### src/rtl/sram_arb_pkg.sv
// Shared constants for the three-master SRAM arbiter.
// Master IDs double as the tags held in the read-return FIFO.
package sram_arb_pkg;

    localparam int AW = 18;
    localparam int DW = 32;

    localparam int RD_DEPTH_DEF  = 4;
    localparam int VGA_LIMIT_DEF = 8;

    localparam logic [1:0] M_VGA  = 2'd0;
    localparam logic [1:0] M_IMEM = 2'd1;
    localparam logic [1:0] M_DMEM = 2'd2;

endpackage

### src/rtl/sram_arb_idfifo.sv
// Read-return ID FIFO: remembers which master owns each outstanding read.
// A push into a full FIFO is allowed when a pop happens in the same cycle.
module sram_arb_idfifo
    import sram_arb_pkg::*;
#(
    parameter int DEPTH = RD_DEPTH_DEF
) (
    input  logic       clk,
    input  logic       rst_n,
    input  logic       push_i,
    input  logic       pop_i,
    input  logic [1:0] wdata_i,
    output logic [1:0] rdata_o,
    output logic       full_o,
    output logic       empty_o
);

    localparam int PW = $clog2(DEPTH);
    localparam logic [PW-1:0] P_ONE = PW'(1);
    localparam logic [PW:0] C_ONE = (PW + 1)'(1);
    localparam logic [PW:0] C_FULL = (PW + 1)'(DEPTH);

    logic [1:0] mem_q [DEPTH];
    logic [PW-1:0] wr_q, wr_d;
    logic [PW-1:0] rd_q, rd_d;
    logic [PW:0] cnt_q, cnt_d;
    logic do_push, do_pop;

    assign full_o  = (cnt_q == C_FULL);
    assign empty_o = (cnt_q == '0);
    assign rdata_o = mem_q[rd_q];

    assign do_pop  = pop_i & ~empty_o;
    assign do_push = push_i & (~full_o | do_pop);

    always_comb begin
        wr_d  = do_push ? wr_q + P_ONE : wr_q;
        rd_d  = do_pop ? rd_q + P_ONE : rd_q;
        cnt_d = cnt_q;
        if (do_push & ~do_pop) cnt_d = cnt_q + C_ONE;
        else if (do_pop & ~do_push) cnt_d = cnt_q - C_ONE;
    end

    always_ff @(posedge clk) begin
        if (do_push) mem_q[wr_q] <= wdata_i;
    end

    always_ff @(posedge clk or negedge rst_n) begin
        if (!rst_n) begin
            wr_q  <= '0;
            rd_q  <= '0;
            cnt_q <= '0;
        end else begin
            wr_q  <= wr_d;
            rd_q  <= rd_d;
            cnt_q <= cnt_d;
        end
    end

endmodule

### src/rtl/sram_arb.sv
// Zero-latency arbiter: VGA (m0) first, imem/dmem round-robin,
// with a starvation guard and in-order read-return steering.
module sram_arb
    import sram_arb_pkg::*;
#(
    parameter int RD_DEPTH  = RD_DEPTH_DEF,
    parameter int VGA_LIMIT = VGA_LIMIT_DEF
) (
    input  logic          clk,
    input  logic          rst_n,
    input  logic [AW-1:0] m0_addr,
    input  logic          m0_rd,
    input  logic          m0_wr,
    input  logic [DW-1:0] m0_wdata,
    input  logic [3:0]    m0_be,
    output logic          m0_wait,
    output logic [DW-1:0] m0_rdata,
    output logic          m0_rvalid,
    input  logic [AW-1:0] m1_addr,
    input  logic          m1_rd,
    input  logic          m1_wr,
    input  logic [DW-1:0] m1_wdata,
    input  logic [3:0]    m1_be,
    output logic          m1_wait,
    output logic [DW-1:0] m1_rdata,
    output logic          m1_rvalid,
    input  logic [AW-1:0] m2_addr,
    input  logic          m2_rd,
    input  logic          m2_wr,
    input  logic [DW-1:0] m2_wdata,
    input  logic [3:0]    m2_be,
    output logic          m2_wait,
    output logic [DW-1:0] m2_rdata,
    output logic          m2_rvalid,
    output logic [AW-1:0] t_addr,
    output logic          t_rd,
    output logic          t_wr,
    output logic [DW-1:0] t_wdata,
    output logic [3:0]    t_be,
    input  logic          t_wait,
    input  logic [DW-1:0] t_rdata,
    input  logic          t_rvalid,
    output logic          err
);

    localparam int CW = $clog2(VGA_LIMIT + 1);
    localparam logic [CW-1:0] LIM = CW'(VGA_LIMIT);
    localparam logic [CW-1:0] C_ONE = CW'(1);

    logic [2:0] rd, wr, req, ok, lo, gnt, acc;
    logic starve, can_push, pop, push, full, empty, rvld;
    logic [1:0] push_id, head_id;
    logic rr_q, rr_d;
    logic [CW-1:0] cnt_q, cnt_d;
    logic err_q, err_d;

    assign rd  = {m2_rd, m1_rd, m0_rd};
    assign wr  = {m2_wr, m1_wr, m0_wr};
    assign req = rd | wr;

    // A read may go out when a slot is free or one frees this same cycle.
    assign pop      = t_rvalid & ~empty;
    assign can_push = ~full | pop;
    assign ok       = wr | (rd & {3{can_push}});

    always_comb begin
        lo = {ok[2], ok[1], 1'b0};
        if (ok[1] & ok[2]) lo = rr_q ? 3'b100 : 3'b010;
    end

    assign starve = (cnt_q == LIM) & (|lo);

    always_comb begin
        gnt = 3'b000;
        if (rst_n) begin
            if (ok[0] & ~starve) gnt = 3'b001;
            else gnt = lo;
        end
    end

    assign acc = gnt & {3{~t_wait}};
    assign {m2_wait, m1_wait, m0_wait} = req & ~acc;

    always_comb begin
        t_addr  = '0;
        t_rd    = 1'b0;
        t_wr    = 1'b0;
        t_wdata = '0;
        t_be    = '0;
        unique case (1'b1)
            gnt[0]: begin
                t_addr  = m0_addr;
                t_rd    = m0_rd;
                t_wr    = m0_wr;
                t_wdata = m0_wdata;
                t_be    = m0_be;
            end
            gnt[1]: begin
                t_addr  = m1_addr;
                t_rd    = m1_rd;
                t_wr    = m1_wr;
                t_wdata = m1_wdata;
                t_be    = m1_be;
            end
            gnt[2]: begin
                t_addr  = m2_addr;
                t_rd    = m2_rd;
                t_wr    = m2_wr;
                t_wdata = m2_wdata;
                t_be    = m2_be;
            end
            default: ;
        endcase
    end

    assign push    = |(acc & rd);
    assign push_id = acc[2] ? M_DMEM : (acc[1] ? M_IMEM : M_VGA);

    sram_arb_idfifo #(
        .DEPTH (RD_DEPTH)
    ) u_idfifo (
        .clk     (clk),
        .rst_n   (rst_n),
        .push_i  (push),
        .pop_i   (pop),
        .wdata_i (push_id),
        .rdata_o (head_id),
        .full_o  (full),
        .empty_o (empty)
    );

    assign rvld      = pop & rst_n;
    assign m0_rvalid = rvld & (head_id == M_VGA);
    assign m1_rvalid = rvld & (head_id == M_IMEM);
    assign m2_rvalid = rvld & (head_id == M_DMEM);
    assign m0_rdata  = t_rdata;
    assign m1_rdata  = t_rdata;
    assign m2_rdata  = t_rdata;
    assign err       = err_q;

    always_comb begin
        cnt_d = cnt_q;
        if ((|acc[2:1]) | ~(req[1] | req[2])) cnt_d = '0;
        else if (acc[0] & (cnt_q != LIM)) cnt_d = cnt_q + C_ONE;
    end

    assign rr_d  = rr_q ^ (|acc[2:1]);
    assign err_d = err_q | (t_rvalid & empty);

    always_ff @(posedge clk or negedge rst_n) begin
        if (!rst_n) begin
            rr_q  <= 1'b0;
            cnt_q <= '0;
            err_q <= 1'b0;
        end else begin
            rr_q  <= rr_d;
            cnt_q <= cnt_d;
            err_q <= err_d;
        end
    end

endmodule

### config.mk
export PLATFORM = sky130hd
export DESIGN_NAME = sram_arb
export DESIGN_NICKNAME = d
export VERILOG_FILES = /design/src/rtl/sram_arb_pkg.sv /design/src/rtl/sram_arb_idfifo.sv /design/src/rtl/sram_arb.sv
export SDC_FILE = /design/constraint.sdc
export NUM_CORES = 1
export LEC_CHECK = 0
export ABC_AREA = 1
export BUFFER_PORTS_ARGS = -buffer_cell sky130_fd_sc_hd__buf_2
export CAP_MARGIN = 20
export CORE_AREA = 2 2 142 144
export CTS_CLUSTER_DIAMETER = 80
export DETAILED_ROUTE_END_ITERATION = 10
export DIE_AREA = 0 0 144 146
export GPL_ROUTABILITY_DRIVEN = 0
export PLACE_DENSITY = 0.58
export SLEW_MARGIN = 30
export SYNTH_ARGS = -nofsm -noshare
export SYNTH_HDL_FRONTEND = slang
export SYNTH_SLANG_ARGS = --single-unit
### constraint.sdc
create_clock -name clk -period 2.4 [get_ports clk]
set_clock_uncertainty 0.1 [all_clocks]
set_input_delay 0.12 -clock clk [delete_from_list [all_inputs] [get_ports clk]]
set_output_delay 0.12 -clock clk [all_outputs]
set_load 0.05 [all_outputs]
After elaboration in Yosys (flattened, before gate mapping)
Memories as Yosys holds them, arrays and structs flattened.
Index checks and enable logic that the tools add are counted.
{"block": "word_totals", "mem_bits_rw": 8, "n_memories": 1, "output_inout_bits": 159, "input_bits": 204, "reg_bits": 13}
{"memory": "u_idfifo.mem_q", "words": 4, "width": 2, "rd": 1, "rd_ports_with_merged_regs": 0, "wr": 1, "line": "sram_arb_idfifo.sv:23", "text": "logic [1:0] mem_q [DEPTH];"}
{"block": "op_classes", "n_addsub": 5, "n_reduce_logical": 7, "bitwise_logic": 34, "n_eq_ne": 5, "mux": 17}
{"operator": "32-bit case mux with 3 select lines", "n": 1}
{"operator": "18-bit case mux with 3 select lines", "n": 1}
{"operator": "3-bit two-way mux", "n": 6}
{"operator": "1-bit bitwise AND", "n": 14}
{"operator": "3-bit bitwise AND", "n": 4}
{"operator": "4-bit case mux with 3 select lines", "n": 1}
{"operator": "4-bit two-way mux", "n": 2}
{"operator": "1-bit NOT", "n": 7}
{"operator": "3-bit bitwise OR", "n": 2}
{"operator": "1-bit case mux with 3 select lines", "n": 2}
{"operator": "3-bit OR reduction", "n": 2}
{"operator": "1-bit bitwise OR", "n": 5}
{"operator": "2-bit by 1-bit adder with 2-bit output (second input constant)", "n": 2}
{"operator": "4-bit by 1-bit adder with 4-bit output (second input constant)", "n": 1}
{"operator": "4-bit equality test (second input constant)", "n": 1}
{"operator": "4-bit inequality test (second input constant)", "n": 1}
{"operator": "2-bit nonzero test", "n": 2}
{"operator": "3-bit by 1-bit adder with 3-bit output (second input constant)", "n": 1}
{"operator": "3-bit equality test (second input constant)", "n": 1}
{"operator": "3-bit logical NOT", "n": 1}
{"operator": "1-bit two-way mux", "n": 3}
{"operator": "3-bit NOT", "n": 1}
{"operator": "3-bit by 1-bit subtractor with 3-bit output (second input constant)", "n": 1}
{"operator": "2-bit by 1-bit equality test with 1-bit output (second input constant)", "n": 1}
{"operator": "5 further kinds", "n": 5}

Depth between registers and ports, before layout
Gate-level depths: netlist (run 1).
{"block": "logic_depth", "word_depth": 22, "ltp_mapped": 19, "depth_no_buf": 19}

Cells and area by module
A second synthesis (run 1) with hierarchy kept.
{"block": "unflattened", "hier_cells": 502, "hier_area_um2": 3158.0}
{"module": "sram_arb", "cells_each": 419, "seq_area_each_um2": 150.1, "area_per_inst_um2": 2371.0, "n_inst": 1}
{"module": "sram_arb_idfifo", "cells_each": 83, "seq_area_each_um2": 415.4, "area_per_inst_um2": 787.0, "n_inst": 1}

Worst setup path after synthesis (run 1)
OpenSTA, ideal clock, no wires.
{"block": "synth_timing", "path_kind": "reg-to-reg", "startpoint": "register u_idfifo.cnt_q[0]", "endpoint": "register u_idfifo.cnt_q[1]", "slack_ps": -274, "arrival_ps": 2449, "required_ps": 2175, "setup_ps": 125, "stages_incl_launch_ff": 14, "synth_period_minus_slack_ps": 2674, "path_buffers": 0, "cell_sequence": "dfrtp_1 -> nor2_4 -> nand2_1 -> a21o_1 -> nand3_4 -> inv_4 -> nand2_1 -> nand3_4 -> nand2_4 -> inv_2 -> ha_1 -> inv_1 -> fa_1 -> mux2_2"}
{"item": "start: declaration", "line": "sram_arb_idfifo.sv:26", "text": "logic [PW:0] cnt_q, cnt_d;"}
{"item": "start signal: assignment", "line": "sram_arb_idfifo.sv:56", "text": "cnt_q <= cnt_d;"}
{"item": "3-bit logical NOT", "line": "sram_arb_idfifo.sv:30", "text": "assign empty_o = (cnt_q == '0);"}
{"item": "1-bit NOT", "line": "sram_arb_idfifo.sv:33, sram_arb.sv:62"}
{"item": "1-bit bitwise AND", "line": "sram_arb.sv:62", "text": "assign pop = t_rvalid & ~empty;"}
{"item": "1-bit bitwise OR", "line": "sram_arb.sv:63", "text": "assign can_push = ~full | pop;"}
{"item": "3-bit bitwise AND", "line": "sram_arb.sv:64", "text": "assign ok = wr | (rd & {3{can_push}});"}
{"item": "3-bit bitwise OR", "line": "sram_arb.sv:64"}
{"item": "1-bit bitwise AND", "line": "sram_arb.sv:68", "text": "if (ok[1] & ok[2]) lo = rr_q ? 3'b100 : 3'b010;"}
{"item": "3-bit two-way mux", "line": "sram_arb.sv:68"}
{"item": "[6 not listed]"}
{"item": "3-bit bitwise AND", "line": "sram_arb.sv:81", "text": "assign acc = gnt & {3{~t_wait}};"}
{"item": "3-bit bitwise AND", "line": "sram_arb.sv:116", "text": "assign push = |(acc & rd);"}
{"item": "3-bit OR reduction", "line": "sram_arb.sv:116"}
{"item": "1-bit bitwise AND (*)", "line": "sram_arb_idfifo.sv:34", "text": "assign do_push = push_i & (~full_o | do_pop);"}
{"item": "named net u_idfifo.do_push", "line": "sram_arb_idfifo.sv:27", "text": "logic do_push, do_pop;"}
{"item": "1-bit bitwise AND (*)", "line": "sram_arb_idfifo.sv:40", "text": "if (do_push & ~do_pop) cnt_d = cnt_q + C_ONE;"}
{"item": "3-bit two-way mux (*)", "line": "sram_arb_idfifo.sv:40"}
{"item": "named net u_idfifo.cnt_d[1]", "line": "sram_arb_idfifo.sv:26"}
The timed path passes the listed nets; every way through them passes the cells marked *. The select of a mux whose other input is x is not followed.
A chain may end at the register's enable or synchronous reset.

Worst setup path after layout (run 1)
{"block": "layout_timing", "startpoint": "register u_idfifo.cnt_q[1]", "endpoint": "output port t_wdata[31]"}
{"block": "layout_via", "elab_chain_len": 15}
{"item": "3-bit logical NOT", "line": "sram_arb_idfifo.sv:30"}
{"item": "1-bit NOT", "line": "sram_arb.sv:62"}
{"item": "1-bit bitwise AND", "line": "sram_arb.sv:62"}
{"item": "1-bit bitwise OR (*)", "line": "sram_arb.sv:63"}
{"item": "3-bit bitwise AND (*)", "line": "sram_arb.sv:64"}
{"item": "3-bit bitwise OR (*)", "line": "sram_arb.sv:64"}
{"item": "1-bit bitwise AND", "line": "sram_arb.sv:68"}
{"item": "3-bit two-way mux", "line": "sram_arb.sv:68"}
{"item": "3-bit OR reduction", "line": "sram_arb.sv:71", "text": "assign starve = (cnt_q == LIM) & (|lo);"}
{"item": "1-bit bitwise AND", "line": "sram_arb.sv:71"}
{"item": "1-bit NOT", "line": "sram_arb.sv:76", "text": "if (ok[0] & ~starve) gnt = 3'b001;"}
{"item": "1-bit bitwise AND", "line": "sram_arb.sv:76"}
{"item": "3-bit two-way mux (*)", "line": "sram_arb.sv:76"}
{"item": "3-bit two-way mux (*)", "line": "sram_arb.sv:75", "text": "if (rst_n) begin"}
{"item": "32-bit case mux with 3 select lines (*)", "line": "sram_arb.sv:90", "text": "unique case (1'b1)"}
{"item": "end: declaration", "line": "sram_arb.sv:38", "text": "output logic [DW-1:0] t_wdata,"}
Every way passes the cells marked *; elsewhere a longest branch is shown, timed or not.

==> results_dict.tcl, run 1 <==
set metrics [dict create \
    slew_viol_final 0 \
    cts_root_buffer "clkbuf_16" \
    worst-path-buf-inv 4 \
    drive_gt1_frac 0.658 \
    grt_pass1_wl_mm 18.8 \
    ys.flop_type "dfrtp_1" \
    cts_tree "yes" \
    yosys.cell_count.top_type "nand2_1" \
    synth_commonest_cells "138 x nand2_1, 101 x buf_4, 53 x nand2_4, 52 x nand3_2, 25 x inv_1" \
    drc 0 \
    r2r_start "u_idfifo.cnt_q[1]" \
    dp_hpwl_mm 11.0 \
    first_global_vias 3542 \
    synthArstFlopShare 0.619 \
    critPathCaptureType "output pin" \
    yosysUniqueCellTypes 38 \
    synth_area_leaders "buf_4 20%, nand2_4 16%, nand3_2 14%" \
    relSlewSlack 0.729 \
    ys_warn_count 0 \
    core_um2 19300 \
    violations "setup timing" \
    timing.rr.end "u_idfifo.cnt_q[1]" \
    synth-seq-area-share 0.147 \
    min_path_type "input pin to output pin" \
    cp-start-kind "register" \
    synth_edf_count 8 \
    drt-vias-per-instance 4.03 \
    grt_overflow 0 \
    fin_cells 924 \
    max_clock_freq_mhz 412 \
    crit_path_max_fanout 9 \
    hold_depth 0 \
    power.leakage_uw 0.00318 \
    cp_data_arrival_time_ns 2.21 \
    hold_start "t_rdata[4]" \
    clockBufferDepth 2 \
    die_x_um 144 \
    antenna_found_initial 1 \
    path_clk_slew_ns 0.06 \
    power_density_nw_per_um2 604 \
    synth_seq_cells 21 \
    place_inst 899 \
    reg2reg_depth 12 \
    syn_to_final_growth_pct 47.7 \
    timing.final.crit_share 1.01 \
    firstDrtPassIters 4 \
    grtUsageMet2 0.190 \
    vdd_drop_max_mv 0.291 \
    drv_cap 0 \
    rows 51 \
    yosysTopAreaCell "buf_4" \
    dieArea_um2 21000 \
    crit_type "register to output pin" \
    numPortBuffers 234 \
    grt_max_degree 28 \
    tightest_slew_ns 0.406 \
    die_y_um 146 \
    cp_data_required_time_ns 2.18 \
    min_period_ns 2.43 \
    vias 3728 \
    dp_slack_ns -0.0782 \
    htreeDepth 1 \
    drt_wl_total_mm 14.9 \
    synth_area_um2 3840 \
    avgSynthCellArea_um2 7.90 \
    slowest_delay_ns 0.41 \
    start_util 0.198 \
    crit_family "simple AND/OR/NAND/NOR gates" \
    busiest_layer "met2" \
    ant_nets 0 \
    synthesis.nets 698 \
    setup_viol 3 \
    rrSetupSlack_ns -0.02 \
    netlist.area_leader.share 0.198 \
    clock_sinks 21 \
    holdPathEnd "m0_rdata[4]" \
    syn_inst 486 \
    grtUsageTotal 0.114 \
    worst_slack_ns -0.0293 \
    crit_slowest_cell "dfrtp_1" \
    numCtsBuffers 3 \
    io_pins 363 \
    hold_violations 0 \
    grt_use_met3 0.0609 \
    met1_usage 0.132 \
    whs_ns 0.140 \
    drtIter0Drc 113 \
    crit_chain "nor2_4 -> nand3_2 -> nand2_2 -> nand2_2 -> nand2_4 -> nand2_4 -> buf_4 -> nand3_4 -> clkinv_8 -> clkbuf_16 -> nand2_1 -> nand3_2 -> buf_12" \
    fin_nets 871 \
    total_power_uw 3420 \
    insertion_delay_ns 0.25 \
    status "finished, violations left" \
    wl_per_cell_um 16.2 \
    rsz0062_at_grt "yes" \
]
[registers in the layout, summed over array words and instances, names as in the netlist]
register	count
u_idfifo.wr_q	2
rr_q	1
err	1
cnt_q	4
u_idfifo.cnt_q	3
u_idfifo.rd_q	2
u_idfifo.mem_q	8
[layout make-up]
type	count	area, um2
diodes	1	2.50
multi-input cells	319	2280
repair buffers	280	2260
clock buffers	3	75.1
flip-flops and latches	21	566
inverters	33	149
clock inverters	1	5.00
repair inverters	1	8.76
fillers	2060	13700
well taps	265	332
[worst max-delay path by stage]
stage / depth (start not counted) / slack, ns / end / startpoint
finish: 13 / -0.03 / t_wdata[31] / u_idfifo.cnt_q[1]
global route: 13 / -0.12 / t_wdata[25] / u_idfifo.cnt_q[1]
CTS: 15 / -0.01 / u_idfifo.cnt_q[1] / u_idfifo.cnt_q[0]
detailed placement: 12 / -0.08 / u_idfifo.cnt_q[1] / u_idfifo.cnt_q[1]
global placement: 15 / -0.04 / u_idfifo.cnt_q[2] / u_idfifo.cnt_q[1]
floorplan: 14 / -0.26 / u_idfifo.cnt_q[1] / u_idfifo.cnt_q[1]
[kinds of logic after synthesis]
group	Yosys count	synth area share
fa+ha+maj	8	0.0280
mux	1	0.00293
xor+xnor	5	0.0114
compound gates	12	0.0209
flops	21	0.147
buf+inv	146	0.275
simple gates	293	0.515
[through the flow]
step	instance area (um2)	setup TNS [ns]	util
finish	5670	-0.0682	0.293
global route	5670	-3.55	0.293
CTS	5100	-0.0122	0.264
detailed placement	4830	-0.141	0.250
global placement	4830	-0.0649	0.250
floorplan	3850	-0.731	-
[cell usage in the layout (no fill, tap or decap), types with 2 or more instances in the layout]
| master | netlist | layout |
|---|---|---|
| edfxtp_1 | 8 | 8 |
| buf_12 | 6 | 13 |
| ha_1 | 7 | 6 |
| nand2_4 | 53 | 53 |
| inv_1 | 25 | 22 |
| nand2_1 | 138 | 131 |
| nand4_2 | 2 | 2 |
| dfrtp_1 | 13 | 13 |
| inv_2 | 5 | 7 |
| xor2_1 | 4 | 4 |
| nand3_1 | 11 | 8 |
| nor2_4 | 2 | 2 |
| buf_4 | 101 | 24 |
| a21oi_1 | 6 | 6 |
| nor2_2 | 4 | 4 |
| or2_1 | 2 | 2 |
| buf_6 | 1 | 41 |
| buf_2 | 2 | 179 |
| nand3_2 | 52 | 55 |
| buf_16 | 0 | 3 |
| nand2_2 | 5 | 12 |
| nor2_1 | 13 | 13 |
| clkbuf_16 | 0 | 11 |
| buf_8 | 0 | 11 |
| inv_4 | 3 | 2 |
| nand3_4 | 4 | 4 |
| nand4_1 | 3 | 3 |
[where the power goes]
group	total, uW	internal [uW]	switching, uW
registers	573	481	91.7
clock network	352	224	129
logic	2500	1030	1470
[metal layers]
| metal | vias to the layer above | share of wire |
|---|---|---|
| met5 | - | 0 |
| met4 | 0 | 0.011 |
| met3 | 13 | 0.13 |
| met2 | 222 | 0.46 |
| met1 | 1705 | 0.40 |
| li1 | 1788 | - |
[what timing repair did]
item	CTS	global route
cloned	1	11
hold buffers	1	0
buffers inserted	2	5
gates resized for setup	51	84
pin swaps	9	12
endpoints found under the setup margin	54	56
hold endpoints to repair	13	0
Note: power is estimated with default switching activity, not from simulation.
==> run 2: changes to the inputs <==
- ABC_AREA: 1 -> not set
- CORE_AREA: 2 2 142 144 -> 2 2 141 143
- DIE_AREA: 0 0 144 146 -> 0 0 143 145
- PLACE_DENSITY: 0.58 -> 0.54
- SYNTH_HIERARCHICAL: not set -> 1
==> run 2 against run 1 <==
Against the previous run:
- the flow still finishes with violations (setup timing)
- cell area fell by 0.95%
- register-to-register slack got worse by 0.70 ns
- wire length rose by 12%
- sequential power rose by 5.2%
- count of clock-buffer cells in the layout unchanged
- sequential share of layout area grew 0.14 points
- clock power is 4% higher
- utilization is 0.085 points lower
- critical path depth rose by 2
- highest routed layer is now met5
==> results_dict.tcl, run 2 <==
set metrics [dict create \
    status "finished, violations left" \
    violations "setup timing" \
    ant_nets 0 \
    ys.flop_type "dfrtp_1" \
    cp_data_arrival_time_ns 3.21 \
    setup_viol 75 \
    pwr-share-clk 0.095 \
    power_density_nw_per_um2 684 \
    worst-path-buf-inv 5 \
    grt_pass1_wl_mm 23.1 \
    hold_violations 0 \
    first_global_vias 3565 \
    min_period_ns 3.12 \
    drt_wl_total_mm 16.8 \
    fillers 1981 \
    total_power_uw 3840 \
    tightest_slew_ns 0.337 \
    multi_input_area_um2 1860 \
    synthesis.nets 557 \
    crit_slowest_cell "or4_4" \
    core_um2 19200 \
    top_regs "u_idfifo/mem_q (8), cnt_q (4), u_idfifo/cnt_q (3)" \
    synthArstFlopShare 0.619 \
    crit_type "register to register" \
    yosys.cell_count.top_type "buf_4" \
    synth_seq_cells 21 \
    timing.final.crit_share 1.30 \
    tns_ns -44.00 \
    die_y_um 145 \
    drv_cap 0 \
    fin_nets 765 \
    crit_path_max_fanout 4 \
    drtIter0Drc 167 \
    synth_area_um2 3060 \
    place_inst 775 \
    antenna_cells 0 \
    rrSetupSlack_ns -0.72 \
    start_util 0.160 \
    final_common_cell "buf_2" \
    p_switching_uw 1710 \
    numPortBuffers 234 \
    max_clock_freq_mhz 321 \
    cts_root_buffer "clkbuf_16" \
    power.internal_uw 2130 \
    wl_per_cell_um 20.5 \
    slowest_delay_ns 0.52 \
    synth_edf_count 8 \
    cp-start-kind "register" \
    htreeDepth 1 \
    netlist.area_leader.share 0.238 \
    crit_family "simple AND/OR/NAND/NOR gates" \
    rsz0062_at_grt "yes" \
    grt_overflow 0 \
    drt-vias-per-instance 4.19 \
    slew_viol_final 0 \
    syn_to_final_growth_pct 83.3 \
    synth_commonest_cells "97 x buf_4, 56 x and2_1, 55 x a221o_1, 13 x dfrtp_1, 11 x inv_1" \
    numCtsBuffers 3 \
    synth-seq-area-share 0.185 \
    die_x_um 143 \
    path_clk_slew_ns 0.06 \
    whs_ns 0.0292 \
    cts_tree "yes" \
    dp_hpwl_mm 11.3 \
    io_pins 363 \
    mostFrequentLayoutCells "175 x buf_2, 50 x a221o_2, 49 x buf_4" \
    vias 3420 \
    clock_sinks 21 \
    avgSynthCellArea_um2 8.88 \
    vdd_drop_max_mv 0.303 \
    drc 0 \
    grt_max_degree 34 \
    regMostFlops "u_idfifo/mem_q" \
    clockBufferDepth 2 \
    switching_share 0.444 \
    drive_gt1_frac 0.763 \
    dieArea_um2 20700 \
    p_comb_frac 0.748 \
    antenna_found_initial 3 \
    area.sequential_um2 568 \
    insertion_delay_ns 0.26 \
    synth_area_leaders "buf_4 24%, a221o_1 18%, and2_1 11%" \
    largest_reg_flops 8 \
    critPathCaptureType "register" \
    relSlewSlack 0.774 \
    worst_slack_ns -0.718 \
    ys_warn_count 6 \
    cp_data_required_time_ns 2.49 \
    yosysUniqueCellTypes 49 \
    yosysTopAreaCell "buf_4" \
    firstDrtPassIters 5 \
    power.leakage_uw 0.00264 \
    min_path_type "input pin to register" \
    rows 51 \
    seq_power_share 0.157 \
    syn_inst 345 \
    fin_cells 817 \
    crit_chain "nor3b_4 -> buf_4 -> buf_6 -> buf_6 -> inv_1 -> nor3_1 -> or4_4 -> a31oi_4 -> a21boi_4 -> ha_4 -> inv_2 -> fa_2 -> xor2_1 -> nor2_1 -> xor2_1" \
    grtUsageTotal 0.152 \
    fin_util 0.292 \
]
==> run 2: stage by stage <==
| stage | cell area (um2) | worst slack [ns] |
|---|---|---|
| after floorplan | 3160 | -0.900 |
| after global placement | 4460 | -0.652 |
| after detailed placement | 4460 | -0.651 |
| after CTS | 5430 | -0.639 |
| after global routing | 5620 | -0.837 |
| final | 5620 | -0.718 |
==> run 2: repair_timing <==
action	4_1_cts	5_1_grt
hold buffers	1	0
setup buffers	20	9
resized for setup	136	27
hold endpoints to repair	13	0
setup endpoints to repair	75	79
pin swaps	6	21
gates cloned	10	1
==> run 2: cells by family after synthesis <==
group,after synthesis,synth area share
muxes,4,0.0233
adders and majority gates,8,0.0351
xor gates and xnor gates,9,0.0257
buffers and inverters,126,0.289
AOI/OAI and AO/OA,76,0.239
DFF,21,0.185
and+or+nand+nor,101,0.203
==> run 2: power groups by stage <==
stage               Clock, uW  Sequential, uW  Combinational [uW]
detailed placement          0             598                2230
finish                    365             603                2870
global placement            0             594                2220
floorplan                   0             630                1780
CTS                       376             595                2760
global route              380             616                3030
==> run 2: per-layer routing <==
metal	GRT usage	wire length, um	vias to the layer above
li1	-	-	1570
met4	0.0297	175	2
met1	0.195	6740	1602
met3	0.0399	1490	15
met2	0.256	8360	231
met5	0	16	-
==> run 2: cell type report <==
cell class	count	share of cell area
Inverter	12	0.00891
Sequential cell	21	0.101
Tap cell	265	0.0590
Clock buffer	3	0.0134
Multi-Input combinational cell	198	0.331
Timing Repair Buffer	317	0.485
Clock inverter	1	0.000891
==> run 2: worst register-to-register path, cell delays in order, from the launching register on <==
cell	delay, ns
dfrtp_1	0.42
nor3b_4	0.18
buf_4	0.13
buf_6	0.11
buf_6	0.13
inv_1	0.08
nor3_1	0.07
or4_4	0.52
a31oi_4	0.15
a21boi_4	0.22
ha_4	0.16
inv_2	0.04
fa_2	0.34
xor2_1	0.14
nor2_1	0.10
xor2_1	0.16
==> run 2: path summary, 6_finish.rpt <==
kind / startpoint / endpoint / depth (start not counted)
hold / removal: t_rvalid / err / 2
setup / recovery: u_idfifo/cnt_q[2] / u_idfifo/cnt_q[2] / 15
setup reg to reg: u_idfifo/cnt_q[2] / u_idfifo/cnt_q[2] / 15
min in group asynchronous: rst_n / u_idfifo/cnt_q[2] / 3
max in group asynchronous: rst_n / u_idfifo/rd_q[1] / 3
hold reg to reg: err / err / 1
==> run 3: changes to the inputs <==
- CORE_AREA: 2 2 141 143 -> 2 2 143 145
- DIE_AREA: 0 0 143 145 -> 0 0 145 147
- PLACE_DENSITY: 0.54 -> 0.52
- clock period: 2.4 -> 2.95 ns (I/O delays scaled with it)
==> run 3 against run 2 <==
Against the previous run:
- the run still ends with setup timing left
- combinational power down 32%
- global-route usage decreased by 5.2 points
- worst hold slack improved by 0.037 ns
- cell area decreased by 14%
- final cell count down 3.2%
- sequential share of layout area rose by 1.6 points
- critical path type unchanged
- via count down 5.0%
==> results_dict.tcl, run 3 (same netlist as run 2, synthesis figures left out) <==
set metrics [dict create \
    drv_cap 0 \
    die_y_um 147 \
    drive_gt1_frac 0.653 \
    firstDrtPassIters 5 \
    reg2reg_depth 13 \
    die_x_um 145 \
    drtIter0Drc 131 \
    numPortBuffers 234 \
    crit_path_max_fanout 3 \
    core_um2 19800 \
    antenna_found_initial 0 \
    cp_data_arrival_time_ns 3.14 \
    drt-vias-per-instance 4.11 \
    wl_met1_mm 5.00 \
    grt_max_degree 57 \
    worstSetupPathDepth 13 \
    seq_power_share 0.182 \
    violations "setup timing" \
    rrSetupSlack_ns -0.12 \
    drc 0 \
    slowest_delay_ns 0.55 \
    setup_viol 4 \
    power.leakage_uw 0.00232 \
    r2r_start "u_idfifo/cnt_q[1]" \
    holdPathEnd "err" \
    critPathCaptureType "register" \
    worst_slack_ns -0.116 \
    syn_to_final_growth_pct 57.6 \
    hold_violations 0 \
    relSlewSlack 0.603 \
    worst-path-buf-inv 1 \
    first_global_vias 2983 \
    htreeDepth 1 \
    wl_met2_mm 6.16 \
    crit_type "register to register" \
    max_clock_freq_mhz 326 \
    design_area_um2 4830 \
    p_comb_frac 0.713 \
    timing.final.crit_share 1.04 \
    path_clk_slew_ns 0.06 \
    io_pins 363 \
    clockBufferDepth 2 \
    fin_nets 734 \
    crit_top_cell "xor2_1" \
    cp_data_required_time_ns 3.03 \
    dp_hpwl_mm 9.44 \
    pwr-share-clk 0.105 \
    cts_tree "yes" \
    grtUsageTotal 0.100 \
    p_switching_uw 1260 \
    wl_per_cell_um 16.1 \
    dr.max_layer_used "met4" \
    status "finished, violations left" \
    power.internal_uw 1490 \
    crit_family "simple AND/OR/NAND/NOR gates" \
    drt_wl_total_mm 12.8 \
    ant_nets 0 \
    vias 3248 \
    tightest_slew_ns 0.591 \
    numCtsBuffers 3 \
    rows 52 \
    power_density_nw_per_um2 569 \
    insertion_delay_ns 0.25 \
    clock_sinks 21 \
    regMostFlops "u_idfifo/mem_q" \
    min_path_type "input pin to register" \
    grt_pass1_wl_mm 16.9 \
    crit_slowest_cell "or4_4" \
    final_common_cell "buf_2" \
    place_area_um2 4130 \
    timing.rr.end "u_idfifo/cnt_q[2]" \
    dieArea_um2 21300 \
    cp-start-kind "register" \
    grt_overflow 0 \
    tns_ns -0.243 \
    vdd_drop_max_mv 0.215 \
    slew_viol_final 0 \
    mostFrequentLayoutCells "190 x buf_2, 55 x a221o_1, 44 x buf_4" \
    crit_chain "nor3b_4 -> and2b_4 -> a211oi_4 -> nand2b_4 -> or4_4 -> a31oi_4 -> a21boi_4 -> ha_4 -> inv_2 -> fa_2 -> xor2_1 -> nor2_1 -> xor2_1" \
    met3_wirelength_mm 1.29 \
    antenna_cells 0 \
    hold_start "t_rvalid" \
    cts_root_buffer "clkbuf_16" \
    switching_share 0.456 \
    largest_reg_flops 8 \
    start_util 0.154 \
    top_regs "u_idfifo/mem_q (8), cnt_q (4), u_idfifo/cnt_q (3)" \
    rsz0062_at_grt "yes" \
    hold_depth 2 \
    min_period_ns 3.07 \
]
-- run 3: worst max path at each step --
| stage | to | start |
|---|---|---|
| floorplan | u_idfifo/cnt_q[2] | u_idfifo/cnt_q[1] |
| CTS | u_idfifo/cnt_q[2] | u_idfifo/cnt_q[0] |
| detailed placement | u_idfifo/cnt_q[2] | u_idfifo/cnt_q[1] |
| global route | u_idfifo/cnt_q[2] | u_idfifo/cnt_q[1] |
| finish | u_idfifo/cnt_q[2] | u_idfifo/cnt_q[1] |
| global placement | u_idfifo/cnt_q[2] | u_idfifo/cnt_q[1] |
-- run 3: metrics by stage --
step           utilization  total power, uW  worst slack [ns]  instances  hold WS, ns
5_1_grt              0.243             2920            -0.227        791       0.0718
6_report             0.243             2750            -0.116        791       0.0663
2_1_floorplan            -             1930            -0.350        345       -0.248
3_3_place_gp         0.208             2150            -0.142        762      -0.0544
4_1_cts              0.220             2540            -0.166        771       0.0696
3_5_place_dp         0.208             2160            -0.165        762      -0.0573
-- run 3: metal layers --
| metal | vias to the layer above | track usage |
|---|---|---|
| li1 | 1509 | - |
| met1 | 1492 | 0.123 |
| met2 | 209 | 0.167 |
| met3 | 38 | 0.0342 |
| met4 | 0 | 0.0297 |
| met5 | - | 0 |
-- run 3: layout make-up --
class	instances	area, um2
Tap cell	270	338
Multi-Input combinational cell	198	1750
Clock inverter	1	7.51
Clock buffer	3	75.1
Timing Repair Buffer	286	2040
Sequential cell	21	568
Fill cell	2138	15000
Inverter	12	50.0
-- run 3: what timing repair did --
| item | 4_1_cts | 5_1_grt |
|---|---|---|
| hold endpoints to repair | 13 | 0 |
| hold buffers | 1 | 0 |
| setup buffers | 3 | 14 |
| gates cloned | 1 | 6 |
| pin swaps | 4 | 25 |
| setup endpoints to repair | 58 | 57 |
| resized for setup | 30 | 83 |
-- run 3: worst register-to-register path, cell delays in order (launching register included) --
cell	delay, ns
dfrtp_2	0.44
nor3b_4	0.21
and2b_4	0.19
a211oi_4	0.06
nand2b_4	0.15
or4_4	0.55
a31oi_4	0.15
a21boi_4	0.22
ha_4	0.15
inv_2	0.03
fa_2	0.32
xor2_1	0.14
nor2_1	0.12
xor2_1	0.14
-- run 3: power groups by stage --
stage | clock network [uW] | logic (uW) | registers [uW]
after floorplan | 0 | 1420 | 513
after global placement | 0 | 1660 | 492
after detailed placement | 0 | 1660 | 496
after CTS | 296 | 1750 | 490
after global routing | 309 | 2100 | 515
final | 288 | 1960 | 501
